--- src/rtl/oclib_uart_pkg.sv ---
// Shared definitions for the UART frame receiver: default delimiter,
// error pulse bit positions and the receive state encoding.
package oclib_uart_pkg;

    localparam logic [7:0] FrameSyncDefault = 8'h5A;

    localparam int FrameErrBadLen  = 0;
    localparam int FrameErrBadChk  = 1;
    localparam int FrameErrTimeout = 2;
    localparam int FrameErrorWidth = 3;

    typedef enum logic [2:0] {
        STATE_IDLE,
        STATE_LEN,
        STATE_PAYLOAD,
        STATE_CHECK,
        STATE_DRAIN
    } frame_state_e;

endpackage

--- src/rtl/oclib_uart_frame_rx.sv ---
// Recovers SYNC/LEN/payload/CHK frames from a UART byte stream, buffering the
// payload until its checksum verifies and dropping bad frames with an error pulse.
module oclib_uart_frame_rx
    import oclib_uart_pkg::*;
#(
    parameter int unsigned MaxLen        = 16,
    parameter logic [7:0]  SyncByte      = FrameSyncDefault,
    parameter int unsigned TimeoutCycles = 1_000_000,
    parameter int unsigned ErrorWidth    = FrameErrorWidth
) (
    input  logic                  clock,
    input  logic                  reset,
    input  logic [7:0]            inData,
    input  logic                  inValid,
    output logic                  inReady,
    output logic [7:0]            outData,
    output logic                  outValid,
    output logic                  outLast,
    input  logic                  outReady,
    output logic [ErrorWidth-1:0] error
);

    localparam int PtrWidth   = $clog2(MaxLen + 1);
    localparam int AddrWidth  = (MaxLen > 1) ? $clog2(MaxLen) : 1;
    localparam int TimerWidth = (TimeoutCycles > 0) ? $clog2(TimeoutCycles + 1) : 1;
    localparam logic [TimerWidth-1:0] TimerLast =
        TimerWidth'((TimeoutCycles > 0) ? TimeoutCycles - 1 : 0);

    frame_state_e          state_q, state_d;
    logic [PtrWidth-1:0]   len_q, len_d;
    logic [PtrWidth-1:0]   wr_ptr_q, wr_ptr_d;
    logic [PtrWidth-1:0]   rd_ptr_q, rd_ptr_d;
    logic [7:0]            sum_q, sum_d;
    logic [TimerWidth-1:0] timer_q, timer_d;
    logic [ErrorWidth-1:0] error_q, error_d;

    logic [7:0]            mem_q [2**AddrWidth];
    logic                  mem_we;
    logic                  in_accept;
    logic                  out_xfer;
    logic [PtrWidth-1:0]   len_last;
    logic [7:0]            chk_sum;

    // Outputs are gated by reset so nothing leaks out while reset is held.
    assign inReady   = !reset && (state_q != STATE_DRAIN);
    assign outValid  = !reset && (state_q == STATE_DRAIN);
    assign outData   = mem_q[rd_ptr_q[AddrWidth-1:0]];
    assign outLast   = outValid && (rd_ptr_q == len_last);
    assign error     = reset ? '0 : error_q;

    assign in_accept = inValid && inReady;
    assign out_xfer  = outValid && outReady;
    assign len_last  = len_q - 1'b1;
    assign chk_sum   = sum_q + inData;

    always_comb begin
        state_d  = state_q;
        len_d    = len_q;
        wr_ptr_d = wr_ptr_q;
        rd_ptr_d = rd_ptr_q;
        sum_d    = sum_q;
        timer_d  = '0;
        error_d  = '0;
        mem_we   = 1'b0;

        case (state_q)
            STATE_IDLE: begin
                if (in_accept && (inData == SyncByte)) begin
                    state_d = STATE_LEN;
                end
            end
            STATE_LEN: begin
                if (in_accept) begin
                    if ((inData == 8'd0) || (32'(inData) > MaxLen)) begin
                        error_d[FrameErrBadLen] = 1'b1;
                        state_d                 = STATE_IDLE;
                    end else begin
                        len_d    = PtrWidth'(inData);
                        sum_d    = inData;
                        wr_ptr_d = '0;
                        state_d  = STATE_PAYLOAD;
                    end
                end
            end
            STATE_PAYLOAD: begin
                if (in_accept) begin
                    mem_we   = 1'b1;
                    sum_d    = chk_sum;
                    wr_ptr_d = wr_ptr_q + 1'b1;
                    if (wr_ptr_q == len_last) begin
                        state_d = STATE_CHECK;
                    end
                end
            end
            STATE_CHECK: begin
                if (in_accept) begin
                    if (chk_sum == 8'd0) begin
                        rd_ptr_d = '0;
                        state_d  = STATE_DRAIN;
                    end else begin
                        error_d[FrameErrBadChk] = 1'b1;
                        state_d                 = STATE_IDLE;
                    end
                end
            end
            STATE_DRAIN: begin
                if (out_xfer) begin
                    if (outLast) begin
                        state_d = STATE_IDLE;
                    end else begin
                        rd_ptr_d = rd_ptr_q + 1'b1;
                    end
                end
            end
            default: state_d = STATE_IDLE;
        endcase

        // The timer defaults to zero, so accepts and state entry clear it.
        if (!in_accept && ((state_q == STATE_LEN) || (state_q == STATE_PAYLOAD) ||
                           (state_q == STATE_CHECK))) begin
            if ((TimeoutCycles != 0) && (timer_q == TimerLast)) begin
                error_d                  = '0;
                error_d[FrameErrTimeout] = 1'b1;
                state_d                  = STATE_IDLE;
            end else begin
                timer_d = timer_q + 1'b1;
            end
        end
    end

    always_ff @(posedge clock) begin
        if (reset) begin
            state_q  <= STATE_IDLE;
            len_q    <= '0;
            wr_ptr_q <= '0;
            rd_ptr_q <= '0;
            sum_q    <= '0;
            timer_q  <= '0;
            error_q  <= '0;
        end else begin
            state_q  <= state_d;
            len_q    <= len_d;
            wr_ptr_q <= wr_ptr_d;
            rd_ptr_q <= rd_ptr_d;
            sum_q    <= sum_d;
            timer_q  <= timer_d;
            error_q  <= error_d;
        end
    end

    always_ff @(posedge clock) begin
        if (mem_we) begin
            mem_q[wr_ptr_q[AddrWidth-1:0]] <= inData;
        end
    end

endmodule
--- config.mk ---
export PLATFORM = sky130hd
export DESIGN_NAME = oclib_uart_frame_rx
export DESIGN_NICKNAME = d
export VERILOG_FILES = /design/src/rtl/oclib_uart_pkg.sv /design/src/rtl/oclib_uart_frame_rx.sv
export SDC_FILE = /design/constraint.sdc
export NUM_CORES = 1
export LEC_CHECK = 0
export ABC_CLOCK_PERIOD_IN_PS = 2500
export BUFFER_PORTS_ARGS = -buffer_cell sky130_fd_sc_hd__buf_2
export CORE_MARGIN = 2
export CORE_UTILIZATION = 25
export CTS_CLUSTER_SIZE = 10
export DETAILED_ROUTE_END_ITERATION = 12
export GPL_ROUTABILITY_DRIVEN = 0
export PLACE_DENSITY = 0.52
export SYNTH_ARGS = -nofsm -noshare
export SYNTH_HDL_FRONTEND = slang
export SYNTH_SLANG_ARGS = --single-unit
--- constraint.sdc ---
create_clock -name clock -period 2.5 [get_ports clock]
set_input_delay 0.25 -clock clock [delete_from_list [all_inputs] [get_ports clock]]
set_output_delay 0.25 -clock clock [all_outputs]
set_load 0.005 [all_outputs]
[Word level (Yosys, flattened, before mapping)]
Memory sizes are Yosys's and may differ from the RTL's. A register that Yosys moved wholly into a read port is not among the register bits.
Cells that the tools add are included.
W data, S select, Z words.
Word-level totals
  register bits after elaboration: 49
  RAM bits: 128
  output and inout port bits: 14
  logic and storage cells: 95
  memories kept: 1
Memory list
  mem_q: depth 16, width 8, read ports 1, clocked after Yosys merged registers in 1, wr ports 1, RTL line oclib_uart_frame_rx.sv:37  | logic [7:0] mem_q [2**AddrWidth];
Operators by class
  add/subtract/negate cells: 5
  order comparisons: 1
  equal/unequal tests: 16
  multiplexer cells: 40
  bitwise operators: 2
  reduce and logical (&&, ||, !) cells: 22
Operators with widths (count)
  $mux W3: 12
  $mux W5: 7
  $mux W8: 3
  $add A20 B1 Y20 const B: 1
  $eq A20 B20 Y1 const B: 1
  $pmux W5 S2: 2
  $logic_not A8 Y1: 2
  $pmux W8 S2: 1
  $pmux W3 S5: 1
  $ne A2 B2 Y1 const B: 7
  $add A5 B1 Y5 const B: 2
  $eq A5 B5 Y1: 2
  $mux W1: 10
  $add A8 B8 Y8: 1
  $eq A8 B7 Y1 const B: 1
  $gt A8 B5 Y1 const B: 1
  $mux W4: 2
  $logic_and A1 B1 Y1: 7
  $eq A3 B2 Y1 const B: 2
  $reduce_and A5 Y1: 1
  $sub A5 B1 Y5 const B: 1
  $mux W2: 2
  $reduce_and A4 Y1: 1
  $reduce_bool A2 Y1: 2
  10 further kinds: 14

[Logic depth before layout (Yosys ltp)]
  word-level depth: 8
  mapped depth: 10
  gate-level depth less buffers: 10

[Least setup slack after synthesis]
No wires, ideal clock.
  path type: reg2reg
  start: reg sum_q[0]
  end: reg with a tool-made name
  setup time: 0.104 ns
  arrival: 2.409 ns
  data required time: 2.396 ns
  setup slack: -0.013 ns
  cell stages (with the launch flop): 11
  clock period less this slack: 2.513 ns
  path through: dfxtp_1 -> ha_1 -> inv_1 -> fa_1 -> nand2b_1 -> a2111o_1 -> o311ai_0 -> nor2_1 -> a31oi_1 -> and2b_2 -> o32ai_1
RTL lines
  start: declaration: RTL line oclib_uart_frame_rx.sv:33  | logic [7:0] sum_q, sum_d;
  start signal: assignment: RTL line oclib_uart_frame_rx.sv:145  | sum_q <= sum_d;

[Final worst setup path]
  start: reg sum_q[3]
  end: reg rd_ptr_q[3]
On the way
  word-level cells in the longest chain between the ends: 4
Ends and longest elaborated chain
  $add A8 B8 Y8: RTL line oclib_uart_frame_rx.sv:54  | assign chk_sum = sum_q + inData;
  $logic_not A8 Y1: RTL line oclib_uart_frame_rx.sv:97  | if (chk_sum == 8'd0) begin
  $ne A2 B2 Y1 (no line)
  $reduce_and A5 Y1 (no line)
  end signal: assignment: RTL line oclib_uart_frame_rx.sv:144  | rd_ptr_q <= rd_ptr_d;
  end: declaration: RTL line oclib_uart_frame_rx.sv:32  | logic [PtrWidth-1:0] rd_ptr_q, rd_ptr_d;
Every way passes these cells.
A chain may end at the register's enable or synchronous reset.

==> impl_metrics.prom <==
# TYPE chip_impl_metric gauge
chip_impl_info{name="tritoncts",value="done"} 1
chip_impl_metric{name="grt_antenna_before_repair",unit=""} 1
chip_impl_metric{name="max-clock-path-buffers",unit=""} 2
chip_impl_metric{name="setup_ws",unit="ns"} -0.0564
chip_impl_metric{name="post_cts_hold_buffer_count",unit=""} 0
chip_impl_metric{name="edff_count_synth",unit=""} 128
chip_impl_info{name="status",value="finished, violations left"} 1
chip_impl_metric{name="dpl_cell_area",unit="µm²"} 8920
chip_impl_metric{name="total_leakage_power",unit="nW"} 3.30
chip_impl_info{name="critical_path.cell_chain",value="ha_4 > o21ai_4 > nor4b_4 > buf_4 > o21ai_2 > a2111oi_4 > buf_4 > a31oi_4 > or3_1 > a21oi_2"} 1
chip_impl_metric{name="regToRegSetupSlack",unit="ns"} -0.06
chip_impl_metric{name="boundaryPins",unit=""} 26
chip_impl_metric{name="num-fill-cells",unit=""} 3067
chip_impl_metric{name="clock_sink_count",unit=""} 181
chip_impl_info{name="hold_path_startpoint",value="reset"} 1
chip_impl_metric{name="finish.net_count",unit=""} 677
chip_impl_info{name="holdCritPathClass",value="primary input to register"} 1
chip_impl_metric{name="cts.clk_slew.worst_paths",unit="ns"} 0.09
chip_impl_metric{name="stdcell_count",unit=""} 1065
chip_impl_metric{name="cp.arrival",unit="ns"} 2.92
chip_impl_metric{name="grt_overflow_total",unit=""} 0
chip_impl_metric{name="grt_max_degree",unit=""} 23
chip_impl_info{name="gate_family_responsible_for_the_most_delay_along_the_worst_path",value="compound AO/OA/AOI/OAI gates"} 1
chip_impl_metric{name="route.detailed.drc",unit=""} 0
chip_impl_metric{name="design_area",unit="µm²"} 9980
chip_impl_metric{name="routed_wirelength",unit="µm"} 19400
chip_impl_metric{name="synthesis_warning_total",unit=""} 0
chip_impl_metric{name="die_height",unit="µm"} 182
chip_impl_metric{name="timing.final.crit_share",unit=""} 1.02
chip_impl_metric{name="max_clock_freq",unit="GHz"} 0.391
chip_impl_info{name="worst_setup_path_start_kind",value="register"} 1
chip_impl_metric{name="fp.dieArea",unit="µm²"} 33000
chip_impl_metric{name="min_period",unit="ns"} 2.56
chip_impl_metric{name="final-hold-violation-count",unit=""} 0
chip_impl_metric{name="number_of_buffers_and_inverters_on_the_critical_path",unit=""} 2
chip_impl_metric{name="areaGrowthSynthToFinish",unit="%"} 26.5
chip_impl_metric{name="drt_via_density",unit=""} 4.61
chip_impl_metric{name="worst-endpoint-required",unit="ns"} 2.86
chip_impl_metric{name="numPortBuffers",unit=""} 25
chip_impl_metric{name="grt_pass1_wl",unit="µm"} 29600
chip_impl_metric{name="total_vias_in_the_final_route",unit=""} 4909
chip_impl_metric{name="asyncSetResetFlopFracSynth",unit=""} 0
chip_impl_metric{name="cellPowerDensity",unit="nW/µm²"} 623
chip_impl_metric{name="antenna_cells_inserted",unit=""} 0
chip_impl_info{name="cp_slowest_cell",value="or3_1"} 1
chip_impl_metric{name="place.detailed.hpwl",unit="µm"} 12600
chip_impl_metric{name="clock_tree.htree_level_count",unit=""} 4
chip_impl_metric{name="post-place-cells",unit=""} 1023
chip_impl_info{name="critPathLaunch",value="sum_q[3]"} 1
chip_impl_metric{name="die_w",unit="µm"} 182
chip_impl_metric{name="ir_worst_vdd",unit="V"} 0.000446
chip_impl_metric{name="core_area",unit="µm²"} 31300
chip_impl_info{name="failing_checks",value="setup timing"} 1
chip_impl_metric{name="drt_pass1_iterations",unit=""} 4
chip_impl_info{name="reg2reg_from",value="sum_q[3]"} 1
chip_impl_metric{name="timing.max_slew.rel_slack",unit=""} 0.575
chip_impl_metric{name="drtAntennaViolNets",unit=""} 0
chip_impl_metric{name="proportion_of_layout_cells_with_a_drive_suffix_above_1",unit=""} 0.321
chip_impl_metric{name="total_of_max_cap_violations",unit=""} 0
chip_impl_metric{name="synth_area_per_cell",unit="µm²"} 14.2
chip_impl_info{name="criticalPathCategory",value="register to register"} 1
chip_impl_info{name="cp_common_cell",value="buf_4"} 1
chip_impl_metric{name="grt_pass1_vias",unit=""} 4788
chip_impl_metric{name="overall_track_demand_over_capacity_in_global_routing",unit=""} 0.121
chip_impl_metric{name="initial_core_util",unit=""} 0.252
chip_impl_metric{name="synth_seq_area_share",unit=""} 0.622
chip_impl_metric{name="synth-seq-cells",unit=""} 181
chip_impl_metric{name="initial_detailed_routing_violation_count",unit=""} 360
chip_impl_metric{name="cts_made_buffers",unit=""} 17
chip_impl_info{name="end_kind",value="register"} 1
chip_impl_metric{name="max_stage_delay",unit="ns"} 0.38
chip_impl_metric{name="synth.net_count",unit=""} 584
chip_impl_metric{name="crit_path_max_fanout",unit=""} 5
chip_impl_info{name="leading_cell_type_in_the_layout_fill_and_taps_excluded",value="edfxtp_1"} 1
chip_impl_metric{name="worstSkewPairLatency",unit="ns"} 0.44
chip_impl_metric{name="post_synth_num_cell_types",unit=""} 54
chip_impl_metric{name="fp-row-count",unit=""} 65
chip_impl_metric{name="timing.final.max_slew_violations",unit=""} 0
chip_impl_info{name="synth-main-ff-cell",value="edfxtp_1"} 1
chip_impl_metric{name="avgRoutedWirePerCell",unit="µm"} 18.3
chip_impl_metric{name="worst_pin_slew",unit="ns"} 0.622
chip_impl_metric{name="post_synth_inst_count",unit=""} 557
chip_impl_metric{name="final-setup-viol-count",unit=""} 4
chip_impl_metric{name="synth_area",unit="µm²"} 7890
chip_impl_info{name="rsz0062_at_grt",value="yes"} 1
chip_impl_info{name="layout_common_cells",value="edfxtp_1 (128), buf_4 (63), dfxtp_1 (48), nor2_1 (44), mux4_2 (40)"} 1
chip_impl_metric{name="clock-skew-final",unit="ns"} 0.0129
chip_impl_info{name="clock-root-buffer",value="clkbuf_16"} 1
[synthesized netlist by cell type, types with 5 or more instances]
master      n  area share
nor3_1      9      0.0057
and3_1      6      0.0048
nand2b_1    7      0.0055
a21oi_1    19       0.012
inv_1      15      0.0071
a311oi_1    5      0.0055
nand3_1    17       0.011
nand2_1    39       0.019
ha_1       14       0.022
a211oi_1    5      0.0048
nand4_1     9      0.0071
mux4_2     40        0.11
buf_1       6      0.0029
xor2_1     20       0.022
xnor2_1    17       0.019
dfxtp_1    53        0.13
clkbuf_1   12      0.0057
o21ai_0     9      0.0057
nor4_1      6      0.0048
and2_1     18       0.014
nor2b_1    10      0.0079
nor2_1     46       0.022
edfxtp_1  128        0.49
nor3b_1     6      0.0057
[sequential cells by signal (all words and copies together), names as in the netlist, named ones only]
register / cells
mem_q: 128
state_q: 3
sum_q: 8
error_q: 3
wr_ptr_q: 5
len_q: 5
rd_ptr_q: 5
timer_q: 20
[per-stage QoR]
stage | power, mW | hold slack, ns | setup slack, ns | TNS (ns) | utilization
final | 6.22 | 0.178 | -0.0564 | -0.119 | 0.319
after detailed placement | 3.44 | 0.461 | -0.330 | -2.35 | 0.285
after CTS | 6.28 | 0.143 | -0.0605 | -0.427 | 0.314
after global routing | 6.44 | 0.178 | -0.118 | -0.916 | 0.319
after floorplan | 3.33 | 0.349 | 0.0127 | 0 | -
after global placement | 3.44 | 0.443 | -0.260 | -2.02 | 0.285
[area by class of cell]
cell class                 count  area (µm²)  area share
tap                          402         503      0.0504
inverter                      15        56.3     0.00564
timing repair buffer          95         752      0.0753
clock inverter                15         213      0.0213
sequential                   181        4920       0.492
clock buffer                  17         425      0.0426
multi-input combinational    340        3120       0.312
[layer usage]
metal / wire, µm / track usage / part of all wire / up-vias
li1: - / - / - / 2297
met1: 8980 / 0.164 / 0.46 / 2494
met2: 9500 / 0.197 / 0.49 / 101
met3: 808 / 0.0305 / 0.042 / 15
met4: 146 / 0.0267 / 0.0075 / 2
met5: 13 / 0 / 0.00067 / -
[worst register-to-register path, delay by kind of cell (launching register included)]
family                     cells  cell delay, ns
adders and majority gates      1            0.28
AOI/OAI and AO/OA              5            0.74
buffers and inverters          2            0.38
DFF                            1            0.37
and+or+nand+nor                2            0.72
[cell families (layout without fill, tap and decap cells)]
group	count (synthesis)	in the layout	synth area share
xor gates and xnor gates	39	39	0.0468
DFF	181	181	0.622
muxes	41	41	0.116
adders and majority gates	15	15	0.0247
AOI/OAI and AO/OA	56	56	0.0493
and+or+nand+nor	189	189	0.124
buffers and inverters	36	142	0.0176
[worst paths after layout]
check	end	cells past startpoint
setup reg to reg	rd_ptr_q[3]	10
hold / removal	len_q[1]	2
setup / recovery	rd_ptr_q[3]	10
hold reg to reg	timer_q[0]	1
[power breakdown]
group / leakage (nW) / internal (mW) / switching (mW)
clock: 0.308 / 1.40 / 1.42
combinational: 1.41 / 0.0695 / 0.122
sequential: 1.58 / 3.20 / 0.00299
total: 3.30 / 4.67 / 1.54
[repair_timing]
item	in CTS	in global routing
endpoints found under the setup margin	18	19
resized for setup	32	26
gates cloned	3	0
pin swaps	12	12
setup buffers	5	4
(Power assumes the default switching activity.)
